[src/rtl/fsm_dispatcher.sv]
// Job dispatcher for the 4-state fsm worker: queues job IDs, issues one go pulse
// per job, and reports each job's completion (done or timeout) with its ID.
module fsm_dispatcher #(
  parameter int ID_W    = 4,
  parameter int DEPTH   = 4,
  parameter int TIMEOUT = 16
) (
  input  logic                       clk,
  input  logic                       rst,
  input  logic                       req_valid,
  input  logic [ID_W-1:0]            req_id,
  output logic                       req_ready,
  output logic                       go,
  input  logic                       worker_done,
  output logic                       cpl_valid,
  output logic [ID_W-1:0]            cpl_id,
  output logic                       cpl_err,
  output logic [$clog2(DEPTH):0]     pending,
  output logic                       busy
);

  localparam int AW = $clog2(DEPTH);
  localparam int PW = AW + 1;
  localparam int TW = $clog2(TIMEOUT);

  typedef enum logic [1:0] {S_IDLE, S_GO, S_WAIT} state_t;

  state_t            state, state_nxt;
  logic [ID_W-1:0]   mem [DEPTH];
  logic [AW-1:0]     wr_ptr, rd_ptr;
  logic [PW-1:0]     count;
  logic [TW-1:0]     timer, timer_nxt;
  logic [ID_W-1:0]   cur_id, cur_id_nxt;
  logic              go_nxt, cpl_valid_nxt, cpl_err_nxt;
  logic [ID_W-1:0]   cpl_id_nxt;
  logic              full, push, pop;

  assign full      = (count == PW'(DEPTH));
  assign req_ready = !full && !rst;
  assign push      = req_valid && req_ready;
  // Pop decision uses pre-edge occupancy, so a job pushed this edge is never bypassed.
  assign pop       = (state == S_IDLE) && (count != '0);
  assign pending   = count;
  assign busy      = (state != S_IDLE);

  always_comb begin
    state_nxt     = state;
    timer_nxt     = timer;
    cur_id_nxt    = cur_id;
    go_nxt        = 1'b0;
    cpl_valid_nxt = 1'b0;
    cpl_id_nxt    = cpl_id;
    cpl_err_nxt   = cpl_err;
    case (state)
      S_IDLE: begin
        if (pop) begin
          cur_id_nxt = mem[rd_ptr];
          go_nxt     = 1'b1;
          state_nxt  = S_GO;
        end
      end
      S_GO: begin
        timer_nxt = '0;
        state_nxt = S_WAIT;
      end
      S_WAIT: begin
        // Done takes priority over an expiring timer.
        if (worker_done) begin
          cpl_valid_nxt = 1'b1;
          cpl_id_nxt    = cur_id;
          cpl_err_nxt   = 1'b0;
          state_nxt     = S_IDLE;
        end else if (timer == TW'(TIMEOUT - 1)) begin
          cpl_valid_nxt = 1'b1;
          cpl_id_nxt    = cur_id;
          cpl_err_nxt   = 1'b1;
          state_nxt     = S_IDLE;
        end else begin
          timer_nxt = timer + TW'(1);
        end
      end
      default: state_nxt = S_IDLE;
    endcase
  end

  always_ff @(posedge clk) begin
    if (rst) begin
      state     <= S_IDLE;
      timer     <= '0;
      cur_id    <= '0;
      go        <= 1'b0;
      cpl_valid <= 1'b0;
      cpl_id    <= '0;
      cpl_err   <= 1'b0;
      wr_ptr    <= '0;
      rd_ptr    <= '0;
      count     <= '0;
    end else begin
      state     <= state_nxt;
      timer     <= timer_nxt;
      cur_id    <= cur_id_nxt;
      go        <= go_nxt;
      cpl_valid <= cpl_valid_nxt;
      cpl_id    <= cpl_id_nxt;
      cpl_err   <= cpl_err_nxt;
      if (push) wr_ptr <= wr_ptr + AW'(1);
      if (pop)  rd_ptr <= rd_ptr + AW'(1);
      case ({push, pop})
        2'b10:   count <= count + PW'(1);
        2'b01:   count <= count - PW'(1);
        default: count <= count;
      endcase
    end
  end

  always_ff @(posedge clk) begin
    if (push) mem[wr_ptr] <= req_id;
  end

endmodule

[config.mk]
export PLATFORM = sky130hd
export DESIGN_NAME = fsm_dispatcher
export DESIGN_NICKNAME = d
export VERILOG_FILES = /design/src/rtl/fsm_dispatcher.sv
export SDC_FILE = /design/constraint.sdc
export NUM_CORES = 1
export LEC_CHECK = 0
export ABC_CLOCK_PERIOD_IN_PS = 6000
export CAP_MARGIN = 20
export CORE_MARGIN = 2
export CORE_UTILIZATION = 58
export DETAILED_ROUTE_END_ITERATION = 16
export GPL_TIMING_DRIVEN = 0
export PLACE_DENSITY = 0.82
export SKIP_CTS_REPAIR_TIMING = 1
export SYNTH_ARGS = -nofsm -noshare
export SYNTH_HDL_FRONTEND = slang
export SYNTH_SLANG_ARGS = --single-unit
[constraint.sdc]
create_clock -name clk -period 6 [get_ports clk]
set_clock_uncertainty 0.1 [all_clocks]
set_input_delay 0.6 -clock clk [delete_from_list [all_inputs] [get_ports clk]]
set_output_delay 0.6 -clock clk [all_outputs]
set_load 0.01 [all_outputs]
# Yosys cells after proc, flatten, opt, wreduce, memory -nomap -nowiden
# Memory sizes are Yosys's and may differ from the RTL's. A register that Yosys moved wholly into a read port is not among the register bits.
# Index checks and enable logic that the tools add are counted.
# classes
shift	0
n_mux	17
multipliers	0
n_lt_le_gt_ge	0
bitwise_logic	2
n_eq_ne	10
reduce_logical	17
n_addsub	5
div	0
# op_table
cell	n
4-bit 2-to-1 mux	4
4-bit case mux with 2 select lines	1
2-bit nonzero test	4
1-bit 2-to-1 mux	7
2-bit 2-to-1 mux	3
2-bit != test (second input constant)	3
2-bit case mux with 3 select lines	1
3-bit case mux with 2 select lines	1
2-bit AND reduction	3
2-bit by 1-bit adder with 2-bit output (second input constant)	2
4-bit by 1-bit adder with 4-bit output (second input constant)	1
2-bit by 1-bit == test with 1-bit output (second input constant)	2
2-bit == test (second input constant)	2
4-bit == test (second input constant)	1
2-bit OR reduction	2
3-bit by 1-bit adder with 3-bit output (second input constant)	1
3-bit == test (second input constant)	1
1-bit logical AND	3
3-bit != test (second input constant)	1
3-bit AND reduction	1
3-bit nonzero test	1
3-bit by 1-bit subtractor with 3-bit output (second input constant)	1
1-bit logical NOT	2
2-bit logical NOT	1
1-bit NOT	2
# word_totals
mem_bits_ro	0
regBits	20
input_bits	8
ram_bits	16
elab_cells	61
mem_count	1
output_inout_bits	12
latchBits	0
# mem_list
memory	depth	width	rd	rd_clocked_by_memory_dff	wr	line	source
mem	4	4	1	1	1	29	logic [ID_W-1:0] mem [DEPTH];

# Logic depth before layout (Yosys ltp)
# Gate-level depths: netlist of the first run.
# logic_depth
word_depth	6
depth_mapped	9
depth_no_buf	9

# Least setup slack after synthesis of the first run
# No wires, ideal clock.
# synth_timing
kind	register -> register
startpoint	register count[2] (netlist: pending[2])
endpoint	register count[2] (netlist: pending[2])
arrival_time_ps	1998
path_stages_with_launch	10
setup_ps	70
slack_ps	3832
n_path_buf	0
path_cell_list	dfxtp_1 > nor3b_2 > nor3b_4 > inv_1 > ha_1 > inv_1 > fa_1 > xor2_1 > or3_1 > a21oi_1
# synth_via
elab_chain_len	6
word_cells_on_any_way	12
# synth_lines
item	line	source
from (decl)	31	logic [PW-1:0] count;
from (signal assigned)	109	2'b10: count <= count + PW'(1);
from (signal assigned)	110	2'b01: count <= count - PW'(1);
from (signal assigned)	111	default: count <= count;
3-bit == test	38	assign full = (count == PW'(DEPTH));
1-bit logical NOT	39	assign req_ready = !full && !rst;
1-bit logical AND	39	
1-bit logical AND	40	assign push = req_valid && req_ready;
2-bit by 1-bit == test with 1-bit output / 2-bit == test (equally long branches)	108	case ({push, pop})
3-bit case mux with 2 select lines / 2-bit nonzero test (equally long branches)	n/a	
# Several ways; a longest one is shown, not always the timed one.
# A chain may end at the register's enable or synchronous reset.

# Worst setup path in the final report of the first run
# layout_timing
startpoint	input rst
endpoint	output req_ready
# layout_via
elab_chain_len	2
# layout_lines
item	line	source
from (decl)	9	input logic rst,
1-bit logical NOT	39	
1-bit logical AND	39	
to (decl)	12	output logic req_ready,
# Every way passes these cells.

==> metrics, run 1 <==
CP max FO=10; Vias/cell=slightly below 6; first-pass GRT wire length=5080 um; setup TNS=0 ps; IO Pins=20; 1st-pass router iterations=4; pin count of the biggest net entering global routing=13; gr ovfl total=0; Ys Warns=0; Int Pwr=slightly above 0.0005 W; PD cells=389 mW/mm2; Final min period=3070 ps; Skew-Pair Late Insertion Delay=360 ps; synthesized area=0.00172 mm2; CP endpoint=req_ready; Worst-Margin Slew=430 ps; drt drc=0; Synth top area share=28.0%; Comb power frac=36.1%; initial core utilization=61.7%; Worst EP arrival=2370 ps; GRT Overall Usage=20.3%; Nets=185; most common cell after layout, fill and taps aside=dfxtp_1; Min-Delay Path Class=reg -> reg; H-tree lvl count=2; setup slack, reg-to-reg=3700 ps; Cell variety after synth=40; drt total wl=3010 um; Critical Path End Type=output port; Inserted Diodes=0; num rows=19; Max Buffers Root-to-Sink=2; Die ar.=0.00341 mm2; TritonCTS buffer count=5; VDD IR max=around 0.38 mV; Startpoint Class=primary input; worst setup path start=rst; Post-synth EDFFs=16; most frequent cells in the layout=24 x dfxtp_1, 19 x clkdlybuf4s50_1, 16 x edfxtp_1; RSZ-0062 raised after global routing=false; worst r2r dst=pending[2]$_SDFFE_PP0P_; DR WL/cell=14.9 um; Worst-path clk slew=120 ps; net count after synthesis=159; post-DP HPWL=2210 um; Die Span X=58.4 um; FF-to-FF path depth=9; Max Slew Vio Count=0; Setup violations, final=0; RR Startpoint=state[1]$_SDFFE_PP0P_; vias in the first global route=~1100; GP Congestion=about 0.86; DRT iter0 DRCs=41; Synth Area per Inst=roughly 12 um2; share of layout cells above drive strength 1=14.0%; Setup WS pre-CTS=2930 ps; status=finished, final reports clean; IO buf count=19; Die Span Y=slightly below 60 um; Seq pwr share=46.5%; vias=1184; final worst setup slack=2930 ps; clk sinks=40; Lkg Pwr=slightly above 0.7 nW; Max Cap Violations=0; synth-to-layout area growth=16.5%; FMAX=about 330 MHz; Worst slew margin=71.2%; sequential share of the synthesized area=56.0%; Root Buffer=clkbuf_4; largest area contributor in the netlist=dfxtp_1; Core Region=approximately 0.0028 mm2; final worst path period share=51.2%; fillers=193; Post-Syn Instances=144; Top FF cell, synth=dfxtp_1; Seq cells post-synth=40; type of the worst setup path=in -> out; initial antenna violation count=0; Sw Pwr=between 0.0002 and 0.0003 W; clock share of power=17.4%; ranking of synthesized cells by area=dfxtp_1 28%, edfxtp_1 28%, mux4_2 5.3%, ha_1 4.4%, a21oi_1 3.5%; Net Sw Frac=34.9%; final hold viol count=0; ys async rst share=0%; CP Data Required Time=5300 ps; CTS tree=yes; antenna viol nets, final=0
## through the flow
step	cell area (um2)	power (W)	hold slack (ps)	cells	utilization, %
2_1_floorplan	1720	0.000559	340	144	-
3_3_place_gp	1940	0.000632	357	194	69.9
3_5_place_dp	1940	0.000648	363	194	69.9
4_1_cts	2000	0.000783	381	202	71.8
5_1_grt	2000	0.000833	405	202	71.8
6_report	2000	0.000776	381	202	71.8
## flip-flops by register name (all words and copies together) (netlist names)
| register | count |
|---|---|
| cpl_id | 4 |
| cur_id | 4 |
| timer | 4 |
| cpl_valid | 1 |
| rd_ptr | 2 |
| cpl_err | 1 |
| mem | 16 |
| state | 2 |
| wr_ptr | 2 |
| go | 1 |
| pending | 3 |
## routing by layer
metal  vias up  routed length (um)  share of wire, %  global-route usage, %
li1        586                   -                 -                      -
met4         0                  64               2.1                   9.63
met5         -                   0                 0                      0
met1       557                1270                42                   23.4
met3         9                 171               5.7                   7.91
met2        32                1500                50                   33.1
## logic make-up (layout without fill, tap and decap cells)
logic type,count (synthesis),count (layout),synth area share (%)
xor gates and xnor gates,2,2,1.02
muxes,7,7,7.08
and+or+nand+nor,43,43,14.9
buffers and inverters,13,40,3.14
DFF,40,40,56.0
AOI/OAI and AO/OA,32,32,12.3
adders and majority gates,7,7,5.54
## synthesized netlist by cell type (2+ instances only)
cell type  instances
dfxtp_1           24
buf_2              4
nand2_1            4
o21ai_1            3
nand3_1            9
nand2b_1           3
o2111ai_1          2
mux4_2             4
a31o_1             2
ha_1               6
xor2_1             2
mux2i_1            2
inv_1              8
nor2_1             9
and2_1             4
a21oi_1           12
o21ai_0            5
nor3_1             3
edfxtp_1          16
or3_1              2
## worst min path at each step
| stage | depth (start not counted) | to | from | slack (ps) |
|---|---|---|---|---|
| 6_report | 2 | cpl_id[1]$_SDFFE_PP0P_ | cur_id[1]$_SDFFE_PP0P_ | 380 |
| 5_1_grt | 2 | cpl_id[3]$_SDFFE_PP0P_ | cur_id[3]$_SDFFE_PP0P_ | 410 |
| 3_5_place_dp | 2 | cpl_id[2]$_SDFFE_PP0P_ | cur_id[2]$_SDFFE_PP0P_ | 360 |
| 4_1_cts | 2 | cpl_id[2]$_SDFFE_PP0P_ | cur_id[2]$_SDFFE_PP0P_ | 380 |
| 2_1_floorplan | 2 | cpl_id[1]$_SDFFE_PP0P_ | cur_id[1]$_SDFFE_PP0P_ | 340 |
| 3_3_place_gp | 2 | cpl_id[3]$_SDFFE_PP0P_ | cur_id[3]$_SDFFE_PP0P_ | 360 |
## power by group through the flow
stage | sequential, W | clock [W] | combinational [W]
final | 0.000361 | 0.000135 | 0.000280
after global routing | 0.000367 | 0.000147 | 0.000318
after CTS | 0.000361 | 0.000139 | 0.000283
after detailed placement | 0.000367 | 0 | 0.000281
after global placement | 0.000366 | 0 | 0.000266
after floorplan | 0.000366 | 0 | 0.000193
## critical path, cell delays in order
cell and delay (ps):
clkdlybuf4s50_1 650, buf_2 300, buf_2 270, nor2_1 70
clkdlybuf4s50_1 480
## cell type report
class	count	area, um2	area share [%]
Buffer	4	20.0	1.00
Inverter	9	33.8	1.69
Tap cell	31	38.8	1.94
Timing Repair Buffer	19	190	9.52
Clock buffer	7	48.8	2.44
Multi-Input combinational cell	91	701	35.1
Sequential cell	40	961	48.1
Clock inverter	1	5.00	0.250
Power figures use the tool's default switching activity.
==> run 2, diff against run 1 <==
--- a/config.mk
+++ b/config.mk
@@ -5,13 +5,13 @@
 export SDC_FILE = /design/constraint.sdc
 export NUM_CORES = 1
 export LEC_CHECK = 0
-export ABC_CLOCK_PERIOD_IN_PS = 6000
+export ABC_CLOCK_PERIOD_IN_PS = 2500
 export CAP_MARGIN = 20
 export CORE_MARGIN = 2
-export CORE_UTILIZATION = 58
+export CORE_UTILIZATION = 49
 export DETAILED_ROUTE_END_ITERATION = 16
 export GPL_TIMING_DRIVEN = 0
-export PLACE_DENSITY = 0.82
+export PLACE_DENSITY = 0.74
 export SKIP_CTS_REPAIR_TIMING = 1
 export SYNTH_ARGS = -nofsm -noshare
 export SYNTH_HDL_FRONTEND = slang
==> constraint.sdc (replaced) <==
create_clock -name clk -period 2.5 [get_ports clk]
set_clock_uncertainty 0.1 [all_clocks]
set_input_delay 0.25 -clock clk [delete_from_list [all_inputs] [get_ports clk]]
set_output_delay 0.25 -clock clk [all_outputs]
set_load 0.01 [all_outputs]
==> metrics, run 2 (synthesized netlist as in run 1, its figures left out) <==
Final min period=2390 ps; most common cell after layout, fill and taps aside=dfxtp_1; FMAX=approximately 420 MHz; Startpoint Class=primary input; Max Cap Violations=0 (unchanged); setup slack, reg-to-reg=190 ps (-3510 ps); Worst slew margin=69.7% (-1.5 points); Skew-Pair Late Insertion Delay=340 ps (-20 ps); Seq. cell area=961 um2 (unchanged); Worst-path clk slew=110 ps (about the same); Top reg by flops=mem; initial core utilization=51.4% (-10 points); CP Data Required Time=2150 ps (-3150 ps); antenna viol nets, final=0 (unchanged); CP max FO=10 (unchanged); Nets=185 (unchanged); Post-Route Hold Slack=377 ps (-3.72 ps); pin count of the biggest net entering global routing=13 (unchanged); initial antenna violation count=0 (unchanged); WL met3=147 um (-14%); type of the worst setup path=in -> out; VDD IR max=0.475 mV (+25%); Worst Hold Endpoint=cpl_id[2]$_SDFFE_PP0P_; final worst path period share=95.8%; wl on met1=1310 um (+2.8%); final hold viol count=0 (unchanged); GP Congestion=0.758 (-11%); max reg flops=16 (unchanged); synth-to-layout area growth=19.2%; vias in the first global route=1167 (+2.7%); Worst EP arrival=2040 ps (-330 ps); Inserted Diodes=0 (unchanged); num rows=21 (+2); RR Startpoint=pending[0]$_SDFFE_PP0P_; Vias/cell=5.51 (-6.0%); share of layout cells above drive strength 1=13.5% (-0.58 points); Root Buffer=clkbuf_4; top sig layer=met4; RSZ-0062 raised after global routing=false; clk sinks=40 (unchanged); Core Region=0.00334 mm2 (+20%); HP Start=cur_id[2]$_SDFFE_PP0P_; drt drc=0 (unchanged); Min-Delay Path Class=reg -> reg; status=finished, final reports clean; gr ovfl total=0 (unchanged); FF-to-FF path depth=8 (-1); hold depth=2 (unchanged); first-pass GRT wire length=5410 um (+6.5%); CTS tree=yes; IO buf count=19 (unchanged); met2 wire length=1490 um (-0.80%); post-DP HPWL=2260 um (+2.7%); Die Span Y=63.2 um (+8.2%); TritonCTS buffer count=5 (unchanged); area of the multi-input gates=707 um2 (+0.89%); Die ar.=0.00399 mm2 (+17%); final worst setup slack=106 ps (-2820 ps); GRT Overall Usage=17.8% (-2.4 points); Critical Path End Type=output port; Lkg Pwr=0.716 nW (+0.91%); Die Span X=63.2 um (+8.2%); Worst-Margin Slew=452 ps (+22.0 ps); Max Slew Vio Count=0 (unchanged); IO Pins=20 (unchanged); 1st-pass router iterations=4 (unchanged); most frequent cells in the layout=24 x dfxtp_1, 19 x clkdlybuf4s50_1, 16 x edfxtp_1; vias=1196 (+1.0%); Max Buffers Root-to-Sink=2 (unchanged); fillers=284 (+47%); DR WL/cell=13.8 um (-7.4%); H-tree lvl count=2 (unchanged); DRT iter0 DRCs=66 (+61%); PD cells=956 mW/mm2 (+150%); drt total wl=2990 um (-0.50%); Setup WS pre-CTS=-29.5 ps (-2960 ps); Setup violations, final=0 (unchanged); worst r2r dst=pending[2]$_SDFFE_PP0P_
-- run 2: worst max-delay path by stage --
stage	end	cells past startpoint	slack (ps)	startpoint
after floorplan	pending[2]$_SDFFE_PP0P_	9	330	pending[2]$_SDFFE_PP0P_
after global placement	pending[2]$_SDFFE_PP0P_	9	20	rst
after detailed placement	pending[2]$_SDFFE_PP0P_	9	-30	rst
after CTS	req_ready	5	120	rst
after global routing	req_ready	5	10	rst
final	req_ready	5	110	rst
-- run 2: critical path: stages --
cell	delay, ps
clkdlybuf4s50_1	660
buf_2	310
buf_2	270
nor2_1	70
clkdlybuf4s50_1	470
-- run 2: layer usage --
layer  GRT usage, %  up-vias
met5              0        -
met4           6.94        0
met3           6.43        6
met2           28.9       29
met1           21.7      580
li1               -      581
-- run 2: cell type report --
class | instances | share of cell area [%]
Buffer | 4 | 0.979
Clock buffer | 5 | 1.84
Clock inverter | 3 | 1.84
Inverter | 9 | 1.65
Multi-Input combinational cell | 91 | 34.6
Sequential cell | 40 | 47.0
Tap cell | 46 | 2.82
Timing Repair Buffer | 19 | 9.30
-- run 2: per-stage QoR --
step / TNS [ps] / util (%) / cell area (um2) / total power, W / std cells
5_1_grt: 0 / 61.3 / 2040 / 0.00211 / 217
4_1_cts: 0 / 61.1 / 2040 / 0.00196 / 217
6_report: 0 / 61.3 / 2040 / 0.00196 / 217
3_3_place_gp: 0 / 58.8 / 1960 / 0.00152 / 209
3_5_place_dp: -29.5 / 58.8 / 1960 / 0.00156 / 209
2_1_floorplan: 0 / - / 1720 / 0.00134 / 144
-- run 2: power breakdown --
part           internal, W  switching (W)
sequential        0.000784      0.0000866
combinational     0.000315       0.000366
clock             0.000204       0.000199
total              0.00130       0.000652
